[config.mk]
export PLATFORM = sky130hd
export DESIGN_NAME = fifo_wptr_full
export DESIGN_NICKNAME = d
export VERILOG_FILES = /design/src/rtl/fifo_wptr_full.sv
export SDC_FILE = /design/constraint.sdc
export NUM_CORES = 1
export LEC_CHECK = 0
export BUFFER_PORTS_ARGS = -buffer_cell sky130_fd_sc_hd__buf_2
export CAP_MARGIN = 25
export CORE_ASPECT_RATIO = 0.9
export CORE_MARGIN = 8
export CORE_UTILIZATION = 52
export DETAILED_ROUTE_END_ITERATION = 12
export PLACE_DENSITY_LB_ADDON = 0.05
export RECOVER_POWER = 25
export SLEW_MARGIN = 40
export SYNTH_ARGS = -nofsm -noshare
export SYNTH_HDL_FRONTEND = slang
export SYNTH_SLANG_ARGS = --single-unit
[constraint.sdc]
create_clock -name wclk -period 2.8 [get_ports wclk]
set_input_delay 0.56 -clock wclk [delete_from_list [all_inputs] [get_ports wclk]]
set_output_delay 0.56 -clock wclk [all_outputs]
set_load 0.02 [all_outputs]
[src/rtl/fifo_wptr_full.sv]
// Write-domain pointer and flag logic for the dual-clock FIFO: binary/Gray write
// pointers, read-pointer synchronizer, full / almost-full / level / overflow flags.
module fifo_wptr_full #(
    parameter int ASIZE        = 4,
    parameter int AFULL_THRESH = 12
) (
    input  logic             wclk,
    input  logic             wrst,
    input  logic             winc,
    input  logic [ASIZE:0]   rgray,
    input  logic             wclr_ovf,
    output logic [ASIZE-1:0] waddr,
    output logic [ASIZE:0]   wptr,
    output logic             wfull,
    output logic             walmost_full,
    output logic [ASIZE:0]   wlevel,
    output logic             woverflow
);

    localparam logic [ASIZE:0] AFULL_LVL = (ASIZE+1)'(AFULL_THRESH);

    logic [ASIZE:0] wbin;
    logic [ASIZE:0] wbin_next;
    logic [ASIZE:0] wgray_next;
    logic [ASIZE:0] wq1_rptr;
    logic [ASIZE:0] wq2_rptr;
    logic [ASIZE:0] rbin_s;
    logic [ASIZE:0] wdiff;
    logic [ASIZE:0] full_ptr;
    logic           wen;

    always_comb begin
        wen        = winc & ~wfull;
        wbin_next  = wbin + {{ASIZE{1'b0}}, wen};
        wgray_next = (wbin_next >> 1) ^ wbin_next;
        // each binary bit is the XOR of all Gray bits at or above it
        for (int i = 0; i <= ASIZE; i++) begin
            rbin_s[i] = ^(wq2_rptr >> i);
        end
        wdiff    = wbin_next - rbin_s;
        full_ptr = {~wq2_rptr[ASIZE:ASIZE-1], wq2_rptr[ASIZE-2:0]};
    end

    assign waddr = wbin[ASIZE-1:0];

    always_ff @(posedge wclk or posedge wrst) begin
        if (wrst) begin
            wq1_rptr <= '0;
            wq2_rptr <= '0;
        end else begin
            wq1_rptr <= rgray;
            wq2_rptr <= wq1_rptr;
        end
    end

    always_ff @(posedge wclk or posedge wrst) begin
        if (wrst) begin
            wbin         <= '0;
            wptr         <= '0;
            wfull        <= 1'b0;
            walmost_full <= 1'b0;
            wlevel       <= '0;
        end else begin
            wbin         <= wbin_next;
            wptr         <= wgray_next;
            wfull        <= (wgray_next == full_ptr);
            walmost_full <= (wdiff >= AFULL_LVL);
            wlevel       <= wdiff;
        end
    end

    // set has priority over clear
    always_ff @(posedge wclk or posedge wrst) begin
        if (wrst) begin
            woverflow <= 1'b0;
        end else if (winc & wfull) begin
            woverflow <= 1'b1;
        end else if (wclr_ovf) begin
            woverflow <= 1'b0;
        end
    end

endmodule

* Word level (Yosys, flattened, before mapping)
Index checks and enable logic that the tools add are counted.
** Storage, ports and cells
- Bits of input ports :: 9
- Word-level logic and storage cells :: 25
- Bits in registers :: 28
** Cells by class
- Add/sub/neg operators :: 2
- Bitwise operators :: 5
- Mux-type cells :: 2
- Reductions and logical operators :: 6
- Equal/unequal tests :: 1
- $lt $le $gt $ge :: 1
** Operators with widths (count)
- $reduce_xor A5 Y1 :: 5
- $add A5 B1 Y5 :: 1
- $eq A5 B5 Y1 :: 1
- $ge A5 B4 Y1 const B :: 1
- $sub A5 B5 Y5 :: 1
- $xor A4 B5 Y5 :: 1
- $and A1 B1 Y1 :: 2
- $mux W1 :: 2
- $not A2 Y2 :: 1
- $reduce_bool A2 Y1 :: 1
- $not A1 Y1 :: 1

* Longest topological paths before layout
Gate-level depths: netlist of run 1.
- Depth after elaboration :: 5
- Mapped depth :: 11
- Gate-level depth less buffers :: 11

* Worst setup path after synthesis of run 1
OpenSTA, ideal clock, no wires.
- Kind :: input-to-reg
- Start point :: in winc
- End point :: reg walmost_full
- Stages :: 11
- Data arrival time :: 2.705 ns
- Path slack :: -0.031 ns
- Library setup time :: 0.126 ns
- Buffers on the path :: 1
- Path through :: nor2b_1 ha_1 ha_1 clkbuf_1 xor2_1 ha_1 a21o_1 a21o_1 a41oi_1 xnor2_1 a221o_1
** On the way
- Word-level cells in the longest chain between the ends :: 4
** RTL lines
- start: declaration :: RTL line 9 : input logic winc,
- $and A1 B1 Y1 :: RTL line 33 : wen = winc & ~wfull;
- $add A5 B1 Y5 :: RTL line 34 : wbin_next = wbin + {{ASIZE{1'b0}}, wen};
- named net wbin_next[1] :: RTL line 23 : logic [ASIZE:0] wbin_next;
- $sub A5 B5 Y5 :: RTL line 40 : wdiff = wbin_next - rbin_s;
- named net wdiff[4] :: RTL line 28 : logic [ASIZE:0] wdiff;
- $ge A5 B4 Y1 :: RTL line 67 : walmost_full <= (wdiff >= AFULL_LVL);
- end signal: assignment :: RTL line 67
- end: declaration :: RTL line 15 : output logic walmost_full,
The timed path passes the listed nets, and every way through them passes these cells.
A chain may end at the register's enable or synchronous reset.

* Worst setup path in the final report of run 1
- Start point :: reg wq2_rptr[4]
- End point :: reg walmost_full
** On the way
- Word-level cells in the longest chain between the ends :: 3
- Elaborated cells between the ends (all ways) :: 7
- Classes of those cells :: add/sub: 1; order compare: 1; reduce/logical: 5
** RTL lines
- start: declaration :: RTL line 26 : logic [ASIZE:0] wq2_rptr;
- start signal: assignment :: RTL line 52 : wq2_rptr <= wq1_rptr;
- $reduce_xor A5 Y1 :: RTL line 38 : rbin_s[i] = ^(wq2_rptr >> i);
- $sub A5 B5 Y5 * :: RTL line 40
- named net wdiff[4] :: RTL line 28
- $ge A5 B4 Y1 * :: RTL line 67
Mark *: on every way through the listed nets, which the timed path passes. The rest lies on a longest branch.

==> results of run 1 <==
state kept, by name, summed over array words and instances, names as in the netlist:
signal and count:
walmost_full 1, wptr 4, wlevel 5, woverflow 1, wq2_rptr 5, wq1_rptr 5
wfull 1, wbin 5
path summary, 6_finish.rpt:
path                       cells after the start  slack [ps]        start           end
setup / recovery                              11         160  wq2_rptr[4]  walmost_full
hold / removal                                 1         330     rgray[0]   wq1_rptr[0]
setup reg to reg                              11         160  wq2_rptr[4]  walmost_full
hold reg to reg                                0         370  wq1_rptr[3]   wq2_rptr[3]
max in group asynchronous                      2        1710         wrst   wq2_rptr[4]
min in group asynchronous                      2         440         wrst     wlevel[1]
worst register-to-register path: cells and delay by family (launching register included):
kind | cells | cell delay, ps
DFF | 1 | 470
xor gates and xnor gates | 4 | 680
buffers and inverters | 1 | 80
adders and majority gates | 2 | 430
AOI/OAI and AO/OA | 4 | 870
where the power goes:
part	total (mW)	switching, mW	internal [mW]
clock network	0.168	0.114	0.0546
logic	1.20	0.671	0.530
registers	0.597	0.0634	0.534
cells by family after synthesis:
logic type / Yosys count / share of synthesized area, %
multiplexers: 1 / 0.8520
AO/OA/AOI/OAI: 12 / 7.454
adder cells (fa/ha/maj): 7 / 7.348
AND/OR/NAND/NOR: 10 / 4.687
flip-flops: 27 / 57.51
buffers and inverters: 10 / 3.194
XOR/XNOR: 22 / 18.96
final cells by class:
cell class	instances	share of cell area (%)
clock buffers	3	1.589
inverters	9	2.383
well taps	27	2.383
flip-flops and latches	27	47.75
multi-input cells	52	33.36
repair buffers	31	12.00
clock inverters	1	0.5296
layout by cell type (no fill, tap or decap):
master      instances
xnor2_4             1
a211oi_1            1
a221o_1             1
clkbuf_4            3
a41oi_1             1
maj3_2              1
ha_1                6
or3_1               1
mux2i_1             1
o211ai_1            1
nand3_1             4
nor2b_1             1
nand2_1             2
a211o_2             1
a21oi_1             3
buf_2              25
dfrtp_1            26
a2111oi_0           1
clkinvlp_4          1
inv_1               9
xnor2_2             3
o21ai_0             1
nor4b_1             1
and3_1              1
a21o_1              2
xnor2_1            11
buf_4               6
xor2_1              7
dfrtp_2             1
through the flow:
stage / worst slack [ps] / hold slack (ps) / instance area [um2] / utilization, % / power (mW)
floorplan: 9.927 / 331.2 / 1176 / - / 1.463
detailed placement: -54.68 / 336.4 / 1375 / 63.60 / 1.809
global route: 1.946 / 307.7 / 1418 / 65.57 / 2.142
global placement: 28.37 / 331.6 / 1375 / 63.60 / 1.792
finish: 164.9 / 328.6 / 1418 / 65.57 / 1.967
CTS: 125.8 / 274.6 / 1405 / 64.99 / 1.983
layer usage:
metal | track usage (%) | share of wire, % | up-vias
met4 | 3.647 | 1.0 | 0
met3 | 4.000 | 9.9 | 4
li1 | - | - | 366
met2 | 15.68 | 42 | 24
met5 | 0 | 0 | -
met1 | 14.32 | 47 | 362
what timing repair did:
item,CTS,global route
setup endpoints to repair,0,1
resized for setup,0,2
buffers inserted,0,0
endpoints found under the hold margin,0,0
hold buffers,0,0
==> metrics, run 1 <==
Die Footprint 4039 um2; # clock sinks 27; EDFF count, synth 0; final RePlAce weighted congestion 0.8535; CP Launch Type flip-flop; Slew headroom 34.75%; largest stage delay on the critical path 470 ps; CP max stage cell dfrtp_2; count leader, synth dfrtp_1; Seq/Total Area, Yosys 57.51%; P per Cell Area 1387 nW/um2; placed cells 146; final count of pins violating max slew 0; area of the multi-input gates 473.0 um2; Async S/R FF share, synth 100.0%; I/O Buffers 25; Overall Global Routing Usage 10.74%; Hold Path Class input pin to flip-flop; CP Data Arrival Time 2860 ps; DRC errors left 0; share of post-route cells with drive strength above 1 34.15%; DIE HEIGHT 61.10 um; first-pass GRT wire length 3374 um; Cell Chain, Critical Path xnor2_4 -> xnor2_2 -> xnor2_1 -> ha_1 -> inv_1 -> ha_1 -> a21o_1 -> a21o_1 -> a41oi_1 -> xnor2_1 -> a221o_1; vias in the first global route 758; clock buffer depth 2; outcome finished, final reports clean; register bit total from synthesis 27; via count 756; ANT cells 0; Synth area leader dfrtp_1; leakage 0.6945 nW; # IOs 26; Starting Density 54.34%; Required @ worst endpoint 3020 ps; Final period util 94.11%; top post-synthesis cells by count 27 x dfrtp_1, 11 x xnor2_1, 9 x inv_1, 7 x xor2_1, 6 x ha_1; max_cap viols 0; synth unique cells 24; Worst Max-Slew Pin Slew 977.7 ps; largest net degree at the start of global routing 28; DR WL/cell 13.27 um; First-pass DRT Iterations 2; fmax 379.5 MHz; FF/Latch Area 676.9 um2; Syn Std Cell Area 1175 um2; Starting DRT DRC Count 3; Via density 5.040; Most used DFF post-synth dfrtp_1; syn_nets 104; Post-Route WL 1990 um; area grow syn2layout 20.66%; H-tree levels 1; antenna-violating nets left 0; clk slew on worst S/H paths 150 ps; Worst Setup Path Type flip-flop to flip-flop; top-area cell type share of the netlist area 57.51%; WP buf/inv 1; CP delay by family, top compound AO/OA/AOI/OAI gates; CTS root buf clkbuf_4; clk_skew 5.247 ps; syn_area_per_cell 13.20 um2; final count of hold timing violations 0; Worst-Skew Late Latency 320 ps; setup_tns 0 ps; Final HPWL DP 1574 um; Num CTS Buffers 3; core footprint 2162 um2; Layout Cells excl Fill 150; CTS tree built; critical path capture point type flip-flop; number of antenna violations at the first check in global routing 0; Peak VDD IR 0.8225 mV; fillers 182; final setup fails 0; grt total ovfl 0; # rows 16; Layout Nets 139; Horiz. Die Dim 66.11 um; RSZ-0062 raised after global routing false; Area contributors post-synth dfrtp_1 58%, xnor2_1 8.2%, ha_1 6.4%, xnor2_2 5.5%, xor2_1 5.2%; Ys Warns 0; Mapped Cells 89; worst-path maximum fanout 5; min cycle time layout 2635 ps
Note: power is estimated with default switching activity, not from simulation.
==> run 2, diff against run 1 <==
CORE_MARGIN = 1.5   (was 8)
==> run 2 against run 1 <==
Compared with the run above:
- utilization up 0.75 points
- maximum frequency increased by 0.74%
- final cell count is 1.3% higher
- final area is 1.1% higher
- register-to-register slack gained 20 ps
- total power increased by 0.13%
- setup slack better by 19 ps
- clock power up 3%
- critical endpoint unchanged
- combinational power about the same
- critical path depth unchanged
- hold slack got worse by 8.2 ps
==> metrics, run 2 (same netlist as run 1, synthesis figures left out) <==
fmax 382.3 MHz (+0.74%); final worst slack 184.2 ps (+19.34 ps); final RePlAce weighted congestion 0.7844 (-8.1%); leakage 0.7031 nW (+1.2%); Post-Route WL 1834 um (-7.8%); # IOs 26 (unchanged); Die Footprint 2554 um2 (-37%); total design power 1.969 mW (+0.13%); Starting DRT DRC Count 5 (+2); min cycle time layout 2616 ps (-19.34 ps); Overall Global Routing Usage 16.89% (+6.2 points); clk slew on worst S/H paths 140 ps (about the same); most frequent cells in the layout 25 x buf_2, 25 x dfrtp_1, 11 x xnor2_1; outcome finished, final reports clean; DIE HEIGHT 48.10 um (-21%); largest net degree at the start of global routing 28 (unchanged); Peak VDD IR 0.7877 mV (-4.2%); P per Cell Area 1373 nW/um2 (-1.0%); setup_tns 0 ps (unchanged); FF/Latch Area 678.2 um2 (+0.18%); DRC errors left 0 (unchanged); fillers 176 (-3.3%); # rows 16 (unchanged); CTS tree built; Num CTS Buffers 3 (unchanged); M1 WL 867 um (-7.1%); CP Data Arrival Time 2850 ps (about the same); worst-path maximum fanout 5 (unchanged); final count of pins violating max slew 0 (unchanged); Final period util 93.42% (-0.69 points); RSZ-0062 raised after global routing false; number of antenna violations at the first check in global routing 0 (unchanged); Starting Density 54.34% (unchanged); area grow syn2layout 22.05%; Via density 5.053 (+0.25%); met2 routed WL 812 um (-3.1%); ANT cells 0 (unchanged); final setup fails 0 (unchanged); pre-CTS setup slack -37.33 ps (+17.35 ps); vias in the first global route 655 (-14%); Post-CTS Hold Fix Bufs 0 (unchanged); clk_skew 1.997 ps (-3.250 ps); final count of hold timing violations 0 (unchanged); Highest Signal Layer met4; I/O Buffers 25 (unchanged); critical path capture point type flip-flop; First-pass DRT Iterations 4 (+2); antenna-violating nets left 0 (unchanged); area of the multi-input gates 473.0 um2 (unchanged); Worst Setup Path Type flip-flop to flip-flop; CTS root buf clkbuf_4; WL met3 112 um (-43%); Hold Path Class input pin to flip-flop; max_cap viols 0 (unchanged); via count 768 (+1.6%); first-pass GRT wire length 2939 um (-13%); Horiz. Die Dim 53.11 um (-20%); Slew headroom 36.78% (+2.0 points); CP Launch Type flip-flop; clock buffer depth 2 (unchanged); Worst-Skew Late Latency 330 ps (about the same); Worst Max-Slew Pin Slew 947.3 ps (-30.41 ps); Layout Nets 141 (+1.4%); Required @ worst endpoint 3040 ps (+20 ps); H-tree levels 1 (unchanged); share of post-route cells with drive strength above 1 36.00% (+1.9 points); # clock sinks 27 (unchanged); Final HPWL DP 1409 um (-11%); grt total ovfl 0 (unchanged); DR WL/cell 12.07 um (-9.1%); core footprint 2162 um2 (unchanged)
==> run 2: changes by cell type in the layout (fill, tap and decap cells not counted), sizes merged <==
cell  delta
buf      +2
==> run 2: power breakdown <==
part           internal (mW)  total [mW]  switching, mW  leakage (nW)
registers              0.534       0.595         0.0616         0.317
clock network         0.0548       0.173          0.118        0.0139
logic                  0.533        1.20          0.668         0.372
total                   1.12        1.97          0.848         0.703
==> run 2: through the flow <==
stage / util [%] / instance area (um2) / hold WS (ps) / instances
global placement: 63.60 / 1375 / 331.7 / 146
CTS: 64.99 / 1405 / 257.8 / 150
detailed placement: 63.60 / 1375 / 336.4 / 146
finish: 66.32 / 1434 / 320.4 / 152
floorplan: - / 1176 / 331.2 / 89
global route: 66.32 / 1434 / 300.4 / 152
==> run 2: layer usage <==
metal	global-route usage, %	vias to the layer above
li1	-	369
met1	22.24	367
met2	26.00	27
met3	3.681	5
met4	10.77	0
met5	0	-
==> run 2: worst max-delay path: stages (launching register included) <==
cell     delay, ps
dfrtp_1        450
xnor2_1        260
xnor2_2        160
xnor2_1        140
ha_1           190
inv_1           80
ha_1           250
a21o_1         210
a21o_1         170
a41oi_1        210
xnor2_1        130
a221o_1        270
==> run 2: repair_timing <==
item | in CTS | in global routing
setup endpoints to repair | 0 | 1
buffers inserted | 0 | 2
resized for setup | 0 | 3
==> run 2: cell type report <==
cell class                 instances  share of cell area [%]
multi-input combinational         52                   32.98
clock inverter                     1                  0.5236
clock buffer                       3                   1.571
inverter                           9                   2.356
sequential                        27                   47.29
tap                               27                   2.356
timing repair buffer              33                   12.91
==> run 2: path summary, 6_finish.rpt <==
check	start	endpoint	slack (ps)	depth (start not counted)
setup / recovery	wq2_rptr[2]	walmost_full	180	11
hold / removal	rgray[0]	wq1_rptr[0]	320	1
setup reg to reg	wq2_rptr[2]	walmost_full	180	11
hold reg to reg	wq1_rptr[3]	wq2_rptr[3]	370	0
max in group asynchronous	wrst	wq2_rptr[3]	1750	2
min in group asynchronous	wrst	wlevel[1]	410	2
==> run 3, diff against run 2 <==
REMOVE_ABC_BUFFERS = 1   (was not set)
==> run 3 against run 2 <==
Compared with the run above:
- sequential power barely moved
- hold slack got worse by 5.8 ps
- maximum frequency fell by 0.51%
- utilization fell by 0.81 points
==> metrics, run 3 (same netlist as run 1, synthesis figures left out) <==
share of post-route cells with drive strength above 1 33.33% (-2.7 points); area grow syn2layout 20.55%; most common cell after layout, fill and taps aside dfrtp_1; placed cells 146 (unchanged); most frequent cells in the layout 27 x dfrtp_1, 25 x buf_2, 11 x xnor2_1; final setup fails 0 (unchanged); outcome finished, final reports clean; min cycle time layout 2629 ps (+13.49 ps); Layout Cells excl Fill 150 (-1.3%); vias in the first global route 621 (-5.2%); Num CTS Buffers 3 (unchanged); post-cts sizing count 0 (unchanged); clk slew on worst S/H paths 150 ps (about the same); core footprint 2162 um2 (unchanged); # clock sinks 27 (unchanged); hold path start rgray[3]; ANT cells 0 (unchanged); Starting Density 54.34% (unchanged); clk_skew 7.472 ps (+5.475 ps); DRC errors left 0 (unchanged); DR WL/cell 11.97 um (-0.82%); First-pass DRT Iterations 4 (unchanged); first-pass GRT wire length 2794 um (-4.9%); # IOs 26 (unchanged); I/O Buffers 25 (unchanged); Critical R2R Launch wq2_rptr[4]; critical path capture point type flip-flop; worst-path maximum fanout 5 (unchanged); P per Cell Area 1385 nW/um2 (+0.86%); Overall Global Routing Usage 16.22% (-0.67 points); Die Footprint 2554 um2 (unchanged); fmax 380.3 MHz (-0.51%); Via density 4.880 (-3.4%); final RePlAce weighted congestion 0.7816 (-0.36%); Final Hold Slack 314.6 ps (-5.827 ps); largest net degree at the start of global routing 28 (unchanged); postcts setup bufs 0 (unchanged); Layout Nets 139 (-1.4%); Required @ worst endpoint 3030 ps (about the same); via count 732 (-4.7%); Worst Max-Slew Pin Slew 951.7 ps (+4.376 ps); # rows 16 (unchanged); H-tree levels 1 (unchanged); Post-Route WL 1795 um (-2.1%); fillers 176 (unchanged); antenna-violating nets left 0 (unchanged); clock buffer depth 2 (unchanged); leakage 0.6954 nW (-1.1%); setup_tns 0 ps (unchanged); CTS tree built; final count of pins violating max slew 0 (unchanged); number of antenna violations at the first check in global routing 0 (unchanged); Final HPWL DP 1363 um (-3.2%); Worst-Skew Late Latency 330 ps (about the same); Worst Setup Path Type flip-flop to flip-flop; Peak VDD IR 0.7496 mV (-4.8%); DIE HEIGHT 48.10 um (unchanged); Hold Path Class input pin to flip-flop; CTS root buf clkbuf_4; Slew headroom 36.49% (-0.29 points); Starting DRT DRC Count 3 (-2); CP Launch Type flip-flop; max_cap viols 0 (unchanged); Final period util 93.90% (+0.48 points); Post-CTS Hold Fix Bufs 0 (unchanged); final count of hold timing violations 0 (unchanged); RSZ-0062 raised after global routing false; CP Data Arrival Time 2860 ps (about the same); Worst setup startpoint wq2_rptr[4]; Horiz. Die Dim 53.11 um (unchanged); grt total ovfl 0 (unchanged)
## run 3: cell count changes in the layout (fill, tap and decap cells not counted)
cell | before | now
dfrtp_1 | 25 | 27
buf_4 | 8 | 6
dfrtp_2 | 2 | 0
## run 3: metrics by stage
stage	setup slack [ps]	power, mW	instance area, um2	util (%)
2_1_floorplan	9.927	1.458	1171	-
3_3_place_gp	30.10	1.779	1375	63.60
3_5_place_dp	-70.80	1.797	1375	63.60
4_1_cts	121.1	1.978	1405	64.99
5_1_grt	3.097	2.127	1416	65.51
6_report	170.7	1.962	1416	65.51
## run 3: final timing paths
kind / to / slack (ps) / depth (start not counted)
setup / recovery: walmost_full / 170 / 11
hold / removal: wq1_rptr[3] / 310 / 1
setup reg to reg: walmost_full / 170 / 11
hold reg to reg: wq2_rptr[0] / 360 / 0
max in group asynchronous: wlevel[3] / 1810 / 2
min in group asynchronous: wq2_rptr[0] / 410 / 2
## run 3: layout make-up
| class | instances | area [um2] | area share [%] |
|---|---|---|---|
| clock inverter | 1 | 7.507 | 0.5300 |
| tap | 27 | 33.78 | 2.385 |
| sequential | 27 | 675.6 | 47.70 |
| multi-input combinational | 52 | 473.0 | 33.39 |
| inverter | 9 | 33.78 | 2.385 |
| timing repair buffer | 31 | 170.2 | 12.01 |
| clock buffer | 3 | 22.52 | 1.590 |
## run 3: critical path, stage by stage, from the launching register on
cell,delay [ps]
dfrtp_1,470
xnor2_4,260
xnor2_2,160
xnor2_1,150
ha_1,190
inv_1,80
ha_1,250
a21o_1,220
a21o_1,170
a41oi_1,190
xnor2_1,130
a221o_1,270
## run 3: report_power, final
group / total, mW / leakage [nW] / internal, mW / switching, mW
clock network: 0.174 / 0.0139 / 0.0548 / 0.119
logic: 1.19 / 0.362 / 0.531 / 0.663
registers: 0.595 / 0.319 / 0.534 / 0.0610
total: 1.96 / 0.695 / 1.12 / 0.843
## run 3: metal layers
| layer | wire length [um] | track usage (%) | up-vias |
|---|---|---|---|
| met4 | 27 | 9.231 | 0 |
| met5 | 0 | 0 | - |
| met3 | 123 | 3.681 | 2 |
| met2 | 784 | 24.75 | 31 |
| met1 | 860 | 21.95 | 333 |
| li1 | - | - | 366 |
